`config.mk`:
```
export PLATFORM = sky130hd
export DESIGN_NAME = pwm_capture
export DESIGN_NICKNAME = d
export VERILOG_FILES = /design/src/rtl/pwm_capture.sv
export SDC_FILE = /design/constraint.sdc
export NUM_CORES = 1
export LEC_CHECK = 0
export BUFFER_PORTS_ARGS = -buffer_cell sky130_fd_sc_hd__buf_2
export CELL_PAD_IN_SITES_DETAIL_PLACEMENT = 1
export CELL_PAD_IN_SITES_GLOBAL_PLACEMENT = 2
export CORE_ASPECT_RATIO = 1.2
export CORE_UTILIZATION = 42
export DETAILED_ROUTE_END_ITERATION = 8
export PLACE_DENSITY_LB_ADDON = 0.1
export SETUP_SLACK_MARGIN = 0.05
export SLEW_MARGIN = 10
export SYNTH_ARGS = -nofsm -noshare
export SYNTH_HDL_FRONTEND = slang
export SYNTH_SLANG_ARGS = --single-unit
```
`constraint.sdc`:
```
create_clock -name clock -period 5.43 [get_ports clock]
set_input_delay 1.086 -clock clock [delete_from_list [all_inputs] [get_ports clock]]
set_output_delay 1.086 -clock clock [all_outputs]
set_load 0.01 [all_outputs]
```
`src/rtl/pwm_capture.sv`:
```
// PWM capture: measures high time and rise-to-rise period of an asynchronous PWM line.
// Optional glitch filter enabled by defining PWM_CAPTURE_GLITCH_FILTER_EN.
module pwm_capture #(
    parameter int CW = 16
`ifdef PWM_CAPTURE_GLITCH_FILTER_EN
    ,
    parameter int FILT_LEN = 4
`endif
) (
    input  logic          clock,
    input  logic          reset,
    input  logic          enable,
    input  logic          pwm_in,
    output logic [CW-1:0] high_count,
    output logic [CW-1:0] period_count,
    output logic          meas_valid,
    output logic          timeout,
    output logic          stuck_level,
    output logic [1:0]    dbg_state
);

    typedef enum logic [1:0] {
        ST_IDLE = 2'd0,
        ST_HIGH = 2'd1,
        ST_LOW  = 2'd2
    } state_t;

    localparam logic [CW-1:0] CNT_MAX = {CW{1'b1}};
    localparam logic [CW-1:0] CNT_ONE = CW'(1);

    logic          r_sync1;
    logic          r_sync2;
    logic          r_prev;
    logic          w_lvl;
    logic          w_rise;
    logic          w_fall;
    logic          w_sat;

    state_t        r_state;
    state_t        w_state_nxt;

    logic [CW-1:0] r_hi_cnt;
    logic [CW-1:0] r_per_cnt;

    logic          w_cnt_start;
    logic          w_cnt_clr;
    logic          w_per_inc;
    logic          w_hi_inc;
    logic          w_latch;
    logic          w_to_set;

    always_ff @(posedge clock or negedge reset) begin
        if (!reset) begin
            r_sync1 <= 1'b0;
            r_sync2 <= 1'b0;
        end else begin
            r_sync1 <= pwm_in;
            r_sync2 <= r_sync1;
        end
    end

`ifdef PWM_CAPTURE_GLITCH_FILTER_EN
    // Level only moves after FILT_LEN identical samples; equal delay on both edges keeps counts exact.
    logic [FILT_LEN-1:0] r_filt;
    logic                r_filt_lvl;

    always_ff @(posedge clock or negedge reset) begin
        if (!reset) begin
            r_filt     <= '0;
            r_filt_lvl <= 1'b0;
        end else begin
            r_filt <= {r_filt[FILT_LEN-2:0], r_sync2};
            if (&r_filt) begin
                r_filt_lvl <= 1'b1;
            end else if (~|r_filt) begin
                r_filt_lvl <= 1'b0;
            end
        end
    end

    assign w_lvl = r_filt_lvl;
`else
    assign w_lvl = r_sync2;
`endif

    always_ff @(posedge clock or negedge reset) begin
        if (!reset) begin
            r_prev <= 1'b0;
        end else begin
            r_prev <= w_lvl;
        end
    end

    assign w_rise = w_lvl & ~r_prev;
    assign w_fall = ~w_lvl & r_prev;
    assign w_sat  = (r_per_cnt == CNT_MAX);

    always_ff @(posedge clock or negedge reset) begin
        if (!reset) begin
            r_state <= ST_IDLE;
        end else begin
            r_state <= w_state_nxt;
        end
    end

    // Priority: enable drop, then rise (a rise on the saturating cycle still measures), then saturation.
    always_comb begin
        w_state_nxt = r_state;
        case (r_state)
            ST_IDLE: begin
                if (enable && w_rise) begin
                    w_state_nxt = ST_HIGH;
                end
            end
            ST_HIGH: begin
                if (!enable || w_sat) begin
                    w_state_nxt = ST_IDLE;
                end else if (w_fall) begin
                    w_state_nxt = ST_LOW;
                end
            end
            ST_LOW: begin
                if (!enable) begin
                    w_state_nxt = ST_IDLE;
                end else if (w_rise) begin
                    w_state_nxt = ST_HIGH;
                end else if (w_sat) begin
                    w_state_nxt = ST_IDLE;
                end
            end
            default: begin
                w_state_nxt = ST_IDLE;
            end
        endcase
    end

    always_comb begin
        w_cnt_start = 1'b0;
        w_cnt_clr   = 1'b0;
        w_per_inc   = 1'b0;
        w_hi_inc    = 1'b0;
        w_latch     = 1'b0;
        w_to_set    = 1'b0;
        case (r_state)
            ST_IDLE: begin
                if (enable && w_rise) begin
                    w_cnt_start = 1'b1;
                end else begin
                    w_cnt_clr = 1'b1;
                end
            end
            ST_HIGH: begin
                if (!enable) begin
                    w_cnt_clr = 1'b1;
                end else if (w_sat) begin
                    w_to_set  = 1'b1;
                    w_cnt_clr = 1'b1;
                end else begin
                    w_per_inc = 1'b1;
                    w_hi_inc  = ~w_fall;
                end
            end
            ST_LOW: begin
                if (!enable) begin
                    w_cnt_clr = 1'b1;
                end else if (w_rise) begin
                    w_latch     = 1'b1;
                    w_cnt_start = 1'b1;
                end else if (w_sat) begin
                    w_to_set  = 1'b1;
                    w_cnt_clr = 1'b1;
                end else begin
                    w_per_inc = 1'b1;
                end
            end
            default: begin
                w_cnt_clr = 1'b1;
            end
        endcase
    end

    // The rising-edge cycle itself is the first high cycle and the first period cycle.
    always_ff @(posedge clock or negedge reset) begin
        if (!reset) begin
            r_hi_cnt  <= '0;
            r_per_cnt <= '0;
        end else if (w_cnt_start) begin
            r_hi_cnt  <= CNT_ONE;
            r_per_cnt <= CNT_ONE;
        end else if (w_cnt_clr) begin
            r_hi_cnt  <= '0;
            r_per_cnt <= '0;
        end else begin
            if (w_per_inc) begin
                r_per_cnt <= r_per_cnt + CNT_ONE;
            end
            if (w_hi_inc) begin
                r_hi_cnt <= r_hi_cnt + CNT_ONE;
            end
        end
    end

    always_ff @(posedge clock or negedge reset) begin
        if (!reset) begin
            high_count   <= '0;
            period_count <= '0;
            meas_valid   <= 1'b0;
            timeout      <= 1'b0;
            stuck_level  <= 1'b0;
        end else begin
            meas_valid <= w_latch;
            if (w_latch) begin
                high_count   <= r_hi_cnt;
                period_count <= r_per_cnt;
                timeout      <= 1'b0;
            end else if (w_to_set) begin
                timeout     <= 1'b1;
                stuck_level <= w_lvl;
            end
        end
    end

    assign dbg_state = r_state;

endmodule
```
==> impl_metrics.tcl <==
set metrics [dict create \
    postCtsSetupRepairBufs 0 \
    cts_buffer_depth 2 \
    status "finished, final reports clean" \
    yosysTopAreaCell "dfrtp_1" \
    dp.cells 408 \
    ios 41 \
    grt_max_degree 73 \
    hold_buffers 0 \
    cts_tree "done" \
    grt_pass1_wl_um 12560 \
    postSynthCellCount 290 \
    nets 337 \
    yosys_warnings 0 \
    grt_pass1_vias 2484 \
    worstSetupPathType "reg -> reg" \
    io_buffer_count 40 \
    vias 2461 \
    synth_area_um2 3471 \
    die_w_um 84.99 \
    crit_path_max_fanout 30 \
    antenna_found_initial 0 \
    fin_setup_tns_ns 0 \
    drv_slew 0 \
    layout.cells.non_filler 424 \
    synth_edf_count 0 \
    routed_wl_um 7484 \
    rows 35 \
    fmax_ghz 0.3248 \
    yosysTopAreaCellShare 0.5191 \
    synth-seq-cells 72 \
    worst_setup_path_start_kind "flip-flop" \
    vias_per_cell 5.804 \
    worstPathRequired_ns 5.61 \
    grt_setup_unrepaired "no" \
    vdd_drop_max_mv 0.1464 \
    end_kind "flip-flop" \
    coreArea_um2 7839 \
    grt.overflow.total 0 \
    dr.pass1.iters 4 \
    htreeDepth 3 \
    worst_pin_slew_ns 1.165 \
    antenna_cells 0 \
    ys_seq_area_frac 0.5191 \
    hold_class "reg -> reg" \
    relSlewSlack 0.2233 \
    cts_num_sinks 72 \
    globalplace.congestion 0.7513 \
    cts.repair.resized 0 \
    hold_violations 0 \
    synthTopCellsByArea "dfrtp_1 52%, mux2_2 10%, xor2_1 5.3%" \
    fin_worst_skew_ns 0.01443 \
    syn_nets 300 \
    fin_util 0.4982 \
    netlist_top_cells_count "72 x dfrtp_1, 32 x mux2_2, 30 x a21oi_1, 21 x xor2_1, 12 x buf_2" \
    async_flop_share 1.000 \
    setup_viol 0 \
    die_area_um2 8633 \
    cts_root_buf "clkbuf_8" \
    clkTransAtPathRegs_ns 0.08 \
    drt_iter0_drc 83 \
    ys.flop_type "dfrtp_1" \
    die_h_um 101.6 \
    drcViolationCount 0 \
    grt_util_all_layers 0.1894 \
    ant_nets 0 \
    drive_above_1_share 0.3102 \
    path_cells "and4_4 > nand3_1 > o21ai_1 > a2111o_1 > a22oi_1" \
    yosysMostFrequentCell "dfrtp_1" \
    area_growth_pct 12.51 \
    wl_per_cell_um 17.65 \
    worstPathArrival_ns 3.26 \
    cp.buffers_inverters 0 \
    max_stage_delay_ns 0.98 \
    clock_latency_ns 0.36 \
    cts_buffers 9 \
    dp_hpwl_um 5024 \
    p_per_area_nw_per_um2 304.1 \
    cp_top_family "compound AO/OA/AOI/OAI gates" \
    avgSynthCellArea_um2 11.97 \
    max-cap-violations 0 \
    fin_crit_ns 3.079 \
    timing.final.crit_share 0.5669 \
    start_util 0.4428 \
    p_leak_nw 1.854 \
    cpMaxStageDelayCell "a2111o_1" \
    ys_types 44 \
]
[flip-flops by register name, indices dropped and copies added (netlist names)]
name and count:
meas_valid 1, stuck_level 1, r_sync1 1, r_prev 1, timeout 1, r_per_cnt 16, period_count 16, high_count 16
r_hi_cnt 16, dbg_state 2, r_sync2 1
[layout by cell type (no fill, tap or decap), types with 5 or more instances in the layout]
cell       instances
clkbuf_8          10
dfrtp_1           72
o2111ai_1          7
nand3_1           10
o21ai_0            8
o211ai_1           9
a21oi_1           30
buf_2             40
inv_1              6
ha_1               6
nor4_2             5
xnor2_1            6
and3_1             7
xor2_1            21
mux2_2            32
nand2_1           11
[per-layer routing]
layer	wire (um)	global-route usage	part of all wire	vias to the layer above
met5	0	0	0	-
met4	115	0.07953	0.015	0
met3	229	0.03912	0.031	11
met2	3669	0.3176	0.49	37
met1	3469	0.2396	0.46	1266
li1	-	-	-	1147
[worst paths after layout]
| kind | start | to | slack, ns | cells past startpoint |
|---|---|---|---|---|
| setup / recovery | r_per_cnt[10] | r_per_cnt[15] | 2.35 | 5 |
| hold / removal | r_sync1 | r_sync2 | 0.35 | 0 |
| setup reg to reg | r_per_cnt[10] | r_per_cnt[15] | 2.35 | 5 |
| hold reg to reg | r_sync1 | r_sync2 | 0.35 | 0 |
| max in group asynchronous | reset | high_count[3] | 3.89 | 2 |
| min in group asynchronous | reset | period_count[0] | 0.93 | 2 |
[area by class of cell]
cell class	count	area, um2
Tap cell	92	115.1
Clock buffer	11	141.4
Fill cell	848	3934
Multi-Input combinational cell	195	1545
Clock inverter	5	56.30
Timing Repair Buffer	43	222.7
Inverter	6	22.52
Sequential cell	72	1802
[report_power, final]
part	switching [mW]	leakage [nW]	total, mW	internal (mW)
logic	0.139	0.757	0.190	0.0513
registers	0.0152	0.997	0.565	0.550
clock network	0.208	0.0993	0.432	0.224
total	0.362	1.85	1.19	0.825
[metrics by stage]
stage	hold slack, ns	setup slack (ns)	area (um2)	total power [mW]
4_1_cts	0.3563	2.389	3905	1.195
2_1_floorplan	0.3312	3.095	3471	0.7114
6_report	0.3543	2.351	3905	1.187
3_5_place_dp	0.3373	2.409	3707	0.7673
3_3_place_gp	0.3334	2.478	3707	0.7636
5_1_grt	0.3744	2.124	3905	1.240
[cells by family after synthesis]
family,synth area share
DFF,0.5191
AOI/OAI and AO/OA,0.1345
and+or+nand+nor,0.1114
muxes,0.1096
xor gates and xnor gates,0.06813
buffers and inverters,0.03569
adders and majority gates,0.02163
No activity file was read; power rests on OpenSTA's default activity.
